[src/rtl/spi_slave_if.sv]
// Bus bundle between the SPI slave and its surroundings: SPI pins plus the TX/RX byte handshakes.
interface spi_slave_if;
  logic       sclk;
  logic       cs_n;
  logic       mosi;
  logic       miso;
  logic       miso_oe;
  logic [7:0] tx_data;
  logic       tx_valid;
  logic       tx_ready;
  logic [7:0] rx_data;
  logic       rx_valid;
  logic       rx_ack;
  logic       overrun;
  logic       busy;

  modport slave (
    input  sclk, cs_n, mosi, tx_data, tx_valid, rx_ack,
    output miso, miso_oe, tx_ready, rx_data, rx_valid, overrun, busy
  );

  modport master (
    output sclk, cs_n, mosi, tx_data, tx_valid, rx_ack,
    input  miso, miso_oe, tx_ready, rx_data, rx_valid, overrun, busy
  );
endinterface

[src/rtl/spi_slave.sv]
// Mode-0 SPI slave oversampled in the clk domain, with a one-deep TX buffer and an RX holding register.
// Define SPI_SLAVE_OVERRUN_EN to enable the sticky receive-overrun flag (otherwise overrun is tied 0).
module spi_slave #(
  parameter logic [7:0] IDLE_BYTE   = 8'hFF,
  parameter int         SYNC_STAGES = 2
) (
  input logic        clk,
  input logic        rst,
  spi_slave_if.slave bus
);

  typedef enum logic {IDLE, ACTIVE} state_t;
  state_t state_q, state_d;

  logic [SYNC_STAGES-1:0] sclk_sync, cs_sync, mosi_sync, fill_sync;
  logic       sclk_d, cs_d, armed;
  logic       sclk_s, cs_s, mosi_s;
  logic       sclk_rise, sclk_fall, cs_rise, cs_fall;
  logic       start, stop, rx_step, tx_step, load, complete, wr;
  logic [7:0] tx_sh, tx_buf, rx_data_q;
  logic [6:0] rx_sh;
  logic [2:0] bit_cnt;
  logic       tx_full, rx_valid_q, reload_pend;

  // Synchronizers plus one edge-detect flop. fill_sync marks when cs_sync holds real samples;
  // armed then requires cs_n to be seen high so a reset mid-transfer waits for a fresh select.
  always_ff @(posedge clk or posedge rst) begin
    if (rst) begin
      sclk_sync <= '0;
      cs_sync   <= '1;
      mosi_sync <= '0;
      fill_sync <= '0;
      sclk_d    <= 1'b0;
      cs_d      <= 1'b1;
      armed     <= 1'b0;
    end else begin
      sclk_sync <= {sclk_sync[SYNC_STAGES-2:0], bus.sclk};
      cs_sync   <= {cs_sync[SYNC_STAGES-2:0], bus.cs_n};
      mosi_sync <= {mosi_sync[SYNC_STAGES-2:0], bus.mosi};
      fill_sync <= {fill_sync[SYNC_STAGES-2:0], 1'b1};
      sclk_d    <= sclk_s;
      cs_d      <= cs_s;
      if (fill_sync[SYNC_STAGES-1] && cs_s) armed <= 1'b1;
    end
  end

  assign sclk_s    = sclk_sync[SYNC_STAGES-1];
  assign cs_s      = cs_sync[SYNC_STAGES-1];
  assign mosi_s    = mosi_sync[SYNC_STAGES-1];
  assign sclk_rise = sclk_s & ~sclk_d;
  assign sclk_fall = ~sclk_s & sclk_d;
  assign cs_rise   = cs_s & ~cs_d;
  assign cs_fall   = ~cs_s & cs_d;

  always_ff @(posedge clk or posedge rst) begin
    if (rst) state_q <= IDLE;
    else     state_q <= state_d;
  end

  always_comb begin
    state_d = state_q;
    start   = 1'b0;
    stop    = 1'b0;
    rx_step = 1'b0;
    tx_step = 1'b0;
    case (state_q)
      IDLE: begin
        if (armed && cs_fall) begin
          state_d = ACTIVE;
          start   = 1'b1;
        end
      end
      ACTIVE: begin
        if (cs_rise) begin
          state_d = IDLE;
          stop    = 1'b1;
        end else begin
          rx_step = sclk_rise;
          tx_step = sclk_fall;
        end
      end
      default: state_d = IDLE;
    endcase
  end

  assign wr       = bus.tx_valid & ~tx_full;
  assign load     = start | (tx_step & reload_pend);
  assign complete = rx_step & (bit_cnt == 3'd7);

  // A load takes the buffered byte, else a write landing in the same cycle, else the idle pattern.
  always_ff @(posedge clk or posedge rst) begin
    if (rst) begin
      tx_sh       <= '0;
      tx_buf      <= '0;
      tx_full     <= 1'b0;
      rx_sh       <= '0;
      rx_data_q   <= '0;
      rx_valid_q  <= 1'b0;
      bit_cnt     <= '0;
      reload_pend <= 1'b0;
    end else begin
      if (load) begin
        if (tx_full) begin
          tx_sh   <= tx_buf;
          tx_full <= 1'b0;
        end else if (wr) begin
          tx_sh <= bus.tx_data;
        end else begin
          tx_sh <= IDLE_BYTE;
        end
      end else begin
        if (tx_step) tx_sh <= {tx_sh[6:0], 1'b0};
        if (wr) begin
          tx_buf  <= bus.tx_data;
          tx_full <= 1'b1;
        end
      end

      if (start || stop)  bit_cnt <= '0;
      else if (rx_step)   bit_cnt <= bit_cnt + 3'd1;

      if (rx_step)  rx_sh     <= {rx_sh[5:0], mosi_s};
      if (complete) rx_data_q <= {rx_sh, mosi_s};

      if (complete)         rx_valid_q <= 1'b1;
      else if (bus.rx_ack)  rx_valid_q <= 1'b0;

      // The falling edge after a completed byte reloads the shifter instead of shifting.
      if (start || stop)    reload_pend <= 1'b0;
      else if (complete)    reload_pend <= 1'b1;
      else if (tx_step)     reload_pend <= 1'b0;
    end
  end

`ifdef SPI_SLAVE_OVERRUN_EN
  logic overrun_q;

  always_ff @(posedge clk or posedge rst) begin
    if (rst)                                     overrun_q <= 1'b0;
    else if (complete && rx_valid_q && !bus.rx_ack) overrun_q <= 1'b1;
    else if (bus.rx_ack)                         overrun_q <= 1'b0;
  end

  assign bus.overrun = overrun_q;
`else
  assign bus.overrun = 1'b0;
`endif

  assign bus.busy     = (state_q == ACTIVE);
  assign bus.miso_oe  = (state_q == ACTIVE);
  assign bus.miso     = (state_q == ACTIVE) & tx_sh[7];
  assign bus.tx_ready = ~tx_full;
  assign bus.rx_data  = rx_data_q;
  assign bus.rx_valid = rx_valid_q;

endmodule

[src/flat_wrapper.sv]
// flat-port wrapper written by rule: the top's interface ports become plain ports
module spi_slave_flat 
#(
  parameter logic [7:0] IDLE_BYTE   = 8'hFF,
  parameter int         SYNC_STAGES = 2
)
  (clk, rst, bus_sclk, bus_cs_n, bus_mosi, bus_tx_data, bus_tx_valid, bus_rx_ack, bus_miso, bus_miso_oe, bus_tx_ready, bus_rx_data, bus_rx_valid, bus_overrun, bus_busy);
  spi_slave_if bus_i ();
  input logic clk;
  input logic rst;
  input wire logic [$bits(bus_i.sclk)-1:0] bus_sclk;
  input wire logic [$bits(bus_i.cs_n)-1:0] bus_cs_n;
  input wire logic [$bits(bus_i.mosi)-1:0] bus_mosi;
  input wire logic [$bits(bus_i.tx_data)-1:0] bus_tx_data;
  input wire logic [$bits(bus_i.tx_valid)-1:0] bus_tx_valid;
  input wire logic [$bits(bus_i.rx_ack)-1:0] bus_rx_ack;
  output wire logic [$bits(bus_i.miso)-1:0] bus_miso;
  output wire logic [$bits(bus_i.miso_oe)-1:0] bus_miso_oe;
  output wire logic [$bits(bus_i.tx_ready)-1:0] bus_tx_ready;
  output wire logic [$bits(bus_i.rx_data)-1:0] bus_rx_data;
  output wire logic [$bits(bus_i.rx_valid)-1:0] bus_rx_valid;
  output wire logic [$bits(bus_i.overrun)-1:0] bus_overrun;
  output wire logic [$bits(bus_i.busy)-1:0] bus_busy;
  assign bus_i.sclk = bus_sclk;
  assign bus_i.cs_n = bus_cs_n;
  assign bus_i.mosi = bus_mosi;
  assign bus_i.tx_data = bus_tx_data;
  assign bus_i.tx_valid = bus_tx_valid;
  assign bus_i.rx_ack = bus_rx_ack;
  assign bus_miso = bus_i.miso;
  assign bus_miso_oe = bus_i.miso_oe;
  assign bus_tx_ready = bus_i.tx_ready;
  assign bus_rx_data = bus_i.rx_data;
  assign bus_rx_valid = bus_i.rx_valid;
  assign bus_overrun = bus_i.overrun;
  assign bus_busy = bus_i.busy;
  spi_slave #(.IDLE_BYTE(IDLE_BYTE), .SYNC_STAGES(SYNC_STAGES)) u_core (.clk(clk), .rst(rst), .bus(bus_i));
endmodule
[config.mk]
export PLATFORM = sky130hd
export DESIGN_NAME = spi_slave_flat
export DESIGN_NICKNAME = d
export VERILOG_FILES = /design/src/rtl/spi_slave_if.sv /design/src/rtl/spi_slave.sv /design/src/flat_wrapper.sv
export SDC_FILE = /design/constraint.sdc
export NUM_CORES = 1
export LEC_CHECK = 0
export CORE_MARGIN = 1.5
export CORE_UTILIZATION = 58
export CTS_CLUSTER_DIAMETER = 150
export DETAILED_ROUTE_END_ITERATION = 10
export PLACE_DENSITY = 0.84
export RECOVER_POWER = 100
export SYNTH_ARGS = -nofsm -noshare
export SYNTH_HDL_FRONTEND = slang
export SYNTH_SLANG_ARGS = --single-unit
[constraint.sdc]
create_clock -name clk -period 2.9 [get_ports clk]
set_input_delay 0.87 -clock clk [delete_from_list [all_inputs] [get_ports clk]]
set_output_delay 0.87 -clock clk [all_outputs]
set_load 0.01 [all_outputs]
; After elaboration in Yosys (flattened, before gate mapping)
; Cells that the tools add are included.
[totals]
register_bits = 49
latch_bits = 0
ramBits = 0
romBits = 0
inputBits = 15
out_inout_bits = 14
mem_count = 0
[op_classes]
addsub = 1
n_mul = 0
div_mod_pow = 0
order_cmp = 0
n_eq_ne = 1
shift = 0
muxes = 23
bitwise_logic = 16
reduce_logical = 9
[ops]
columns = cell, count
row1 = two-way mux 8 bit, 4
row2 = two-way mux 1 bit, 16
row3 = AND 1 bit, 8
row4 = nonzero test 2 bit, 4
row5 = NOT 1 bit, 7
row6 = two-way mux 3 bit, 2
row7 = "adder 3 x 1 -> 3 bit, second input constant", 1
row8 = "equality test 3 bit, second input constant", 1
row9 = nonzero test 3 bit, 1
row10 = logical AND 1 bit, 2
row11 = case mux 1 bit (2 select lines), 1
row12 = AND reduction 2 bit, 1
row13 = logical OR 1 bit, 1
row14 = OR 1 bit, 1

; Longest topological paths before layout
[depth]
word_depth = 8
depth_mapped = 5
depth_no_buf = 4

; Least setup slack after synthesis
; No wires, ideal clock.
[synth_timing]
kind = in2reg
start = input bus_tx_valid
end = register u_core.tx_sh[1]
setup_ns = 0.125
arrival_time_ns = 1.583
t_required_ns = 2.775
slack_ns = 1.193
path_stages = 4
path_buffers = 1
cell_sequence = buf_4 a2bb2oi_1 mux2_1 mux2_2
[synth_between]
elab_chain_len = 4
[synth_rtl]
columns = element, line_no
row1 = from (decl), flat_wrapper.sv:15  ; input wire logic [$bits(bus_i.tx_valid)-1:0] bus_tx_valid;
row2 = AND 1 bit, spi_slave.sv:86  ; assign wr = bus.tx_valid & ~tx_full;
row3 = two-way mux 8 bit, spi_slave.sv:106  ; end else if (wr) begin
row4 = two-way mux 8 bit, spi_slave.sv:103  ; if (tx_full) begin
row5 = two-way mux 8 bit, spi_slave.sv:102  ; if (load) begin
row6 = to (signal assigned), spi_slave.sv:104  ; tx_sh <= tx_buf;
row7 = to (signal assigned), spi_slave.sv:107  ; tx_sh <= bus.tx_data;
row8 = to (signal assigned), spi_slave.sv:112  ; if (tx_step) tx_sh <= {tx_sh[6:0], 1'b0};
row9 = to (decl), spi_slave.sv:20  ; logic [7:0] tx_sh, tx_buf, rx_data_q;
; Every way passes these cells.
; A chain may end at the register's enable or synchronous reset.

; Worst setup path in the final report
[layout_timing]
start = register u_core.tx_full
end = output bus_tx_ready
[layout_between]
elab_chain_len = 1
[layout_rtl]
columns = element, line_no
row1 = from (decl), spi_slave.sv:23  ; logic tx_full, rx_valid_q, reload_pend;
row2 = from (signal assigned), spi_slave.sv:95  ; tx_full <= 1'b0;
row3 = from (signal assigned), spi_slave.sv:105  ; tx_full <= 1'b0;
row4 = from (signal assigned), spi_slave.sv:115  ; tx_full <= 1'b1;
row5 = NOT 1 bit, spi_slave.sv:152  ; assign bus.tx_ready = ~tx_full;
row6 = to (decl), flat_wrapper.sv:19  ; output wire logic [$bits(bus_i.tx_ready)-1:0] bus_tx_ready;
; Every way passes these cells.

==> results.yml <==
synthesis:
  yosysTopAreaCellShare_pct: 54.15
  synth_edf_count: 0
  yosysMostFrequentCell: "dfrtp_1"
  yosysTopAreaCell: "dfrtp_1"
  syn-num-nets: 178
  ys_seq_area_share_pct: 57.86
  synth-seq-cells: 49
  avgSynthCellArea_um2: 13.20
  netlist_instances: 161
  synth_top_flop_cell: "dfrtp_1"
  ys_top_cells_by_count: "46 x dfrtp_1, 23 x nand2_1, 15 x mux2_2"
  yosysWarnings: 0
  yosys-top-cells-area: "dfrtp_1 54%, mux2_2 7.9%, mux2_4 5.7%"
  async_reset_ff_share_pct: 100.0
  yosys.cell_types.count: 37
  netlist_area_um2: 2126
setup_path:
  crit_type: "reg2out"
  rr_endpoint: "u_core.bus.rx_data[4]$_DFFE_PP0P_"
  cp_max_fo: 10
  crit_required_ps: 2030
  cp-end-kind: "output port"
  cp-start-kind: "flip-flop"
  r2r_slack_ps: 710
  rr_worst_depth: 4
  reg2reg_from: "u_core.cs_d$_DFF_PP1_"
  cp.arrival_ps: 1740
sta:
  whs_ps: 364.4
  worstMarginPinSlew_ps: 907.4
  post-route-period-util_pct: 89.96
  fin_ws_ps: 291.2
  max_freq_ghz: 0.3833
  report.final.slew_viol_count: 0
  finalSetupTns_ps: 0
  rsz0062_at_grt: "false"
  slew_headroom_pct: 39.44
  layout_min_cycle_time_ps: 2609
  setup_viol: 0
  hold_viol: 0
  fin_worst_skew_ps: 3.842
placement:
  hpwl_mm: 2.452
  place_area_um2: 2431
  port_buffers: 27
  gp_congestion: 0.7900
  pre_cts_slack_ps: 510.7
power_and_ir_drop:
  p_leak_uw: 0.001181
  pwr_density_cell_nw_per_um2: 656.8
  sw_frac_of_total_pct: 26.85
  p_seq_share_pct: 56.7
  vdd_drop_max_mv: 0.5161
  internal-power_uw: 1175
  clock_power_share_pct: 24.8
  p_comb_share_pct: 18.5
  switching_power_uw: 431.1
worst_hold_path:
  hp-start: "u_core.sclk_sync[0]$_DFF_PP0_"
  holdPathStages: 0
  whs_endpoint: "u_core.sclk_sync[1]$_DFF_PP0_"
  hp-class: "reg2reg"
die:
  pin_count: 29
  start_util_pct: 62.23
  die_h_um: 63.54
  die_x_um: 63.54
  num_rows: 21
  core_um2: 3416
  dieArea_um2: 4037
cells_and_area:
  drive_gt1_share_pct: 14.66
  synthToLayoutAreaGrowth_pct: 15.01
  fillers: 251
  nets: 207
  diodes: 0
  multiInputGateArea_um2: 775.7
  seqCellArea_um2: 1230
  fin_area_um2: 2445
routing:
  ant_nets: 0
  viasPerCell: 5.451
  detail_route.iter0.violations: 65
  wl_mm: 3.431
  drtPass1Iterations: 4
  drc: 0
  wire_per_inst_um: 14.48
  dr_total_vias: 1292
cts:
  clock-sinks: 49
  ctsResizeCount: 0
  cts_buffers: 5
  cts_tree: "done"
  clk_pin_slew_ps: 140
  cts_setup_buffers: 0
  cts_buffer_depth: 2
  clk_latency_ps: 360
  cts_max_level: 2
  ctsHoldBuffers: 0
  cts-root-buf: "clkbuf_4"
global_routing:
  grt_usage_pct: 19.92
  grt_pass1_vias: 1344
  grt_remaining_overflow: 0
  antenna_found_initial: 0
  grt_max_degree: 27
  grt_first_pass_wirelength_mm: 6.161
run_status:
  outcome: "complete, no violations"
run:
  maxCapViolations: 0
-- logic make-up after synthesis --
| family | share of synthesized area, % |
|---|---|
| adder cells (fa/ha/maj) | 1.177 |
| AND/OR/NAND/NOR | 11.07 |
| other | 0.3533 |
| multiplexers | 17.66 |
| AO/OA/AOI/OAI | 8.829 |
| buffers and inverters | 3.061 |
| flip-flops | 57.86 |
-- per-stage QoR --
stage / std cells / power [µW] / utilization [%]
3_3_place_gp: 229 / 1232 / 71.17
6_report: 237 / 1606 / 71.58
3_5_place_dp: 229 / 1261 / 71.17
4_1_cts: 237 / 1663 / 73.63
2_1_floorplan: 161 / 1158 / -
5_1_grt: 237 / 1704 / 71.58
-- state kept, by name (all words and copies together), names as in the netlist, 2 cells and up --
signal / cells
u_core.rx_sh: 7
u_core.fill_sync: 2
u_core.sclk_sync: 2
u_core.tx_sh: 8
u_core.bus.rx_data: 8
u_core.mosi_sync: 2
u_core.bit_cnt: 3
u_core.cs_sync: 2
u_core.tx_buf: 8
-- worst max-delay path, cell delays in order (launching register included) --
cell and delay [ps]:
dfrtp_1 500, inv_1 280, clkdlybuf4s50_1 600
-- routing by layer --
layer,up-vias,wire length [µm],track usage [%]
met3,7,146,5.536
met1,642,1556,25.15
met4,0,52,7.880
met2,27,1676,32.50
li1,616,-,-
met5,-,0,0
-- layout by cell type, fill, tap and decap left out, drive strengths merged, types with 3 or more instances in the layout --
cell type      instances
a21oi                  3
clkdlybuf4s50         12
dfstp                  3
dfrtp                 46
inv                    6
mux2                  28
clkbuf                 6
dlygate4sd3           15
nor2                   8
o21ai                  3
a2bb2oi                6
mux2i                  3
nand2                 24
-- layout make-up --
type | count | share of cell area [%]
Multi-Input combinational cell | 100 | 31.73
Sequential cell | 49 | 50.31
Timing Repair Buffer | 28 | 11.26
Clock inverter | 3 | 1.894
Inverter | 6 | 0.9212
Tap cell | 46 | 2.354
Clock buffer | 5 | 1.535
-- worst max-delay path by stage --
stage / start / endpoint / cells past startpoint
6_report: u_core.tx_full$_DFFE_PP0P_ / bus_tx_ready / 2
2_1_floorplan: rst / u_core.armed$_DFFE_PP0P_ / 1
3_3_place_gp: bus_tx_valid / u_core.tx_sh[5]$_DFFE_PP0P_ / 4
3_5_place_dp: bus_tx_valid / u_core.tx_sh[3]$_DFFE_PP0P_ / 4
4_1_cts: u_core.bus.busy$_DFF_PP0_ / bus_miso / 2
5_1_grt: u_core.bus.busy$_DFF_PP0_ / bus_miso / 2
-- power by group through the flow --
stage                     sequential [µW]  combinational, µW  clock (µW)
after floorplan                       887                271           0
after CTS                             911                341         411
after global placement                914                318           0
after detailed placement              921                341           0
after global routing                  929                334         441
final                                 910                297         399
(Power assumes the default switching activity.)
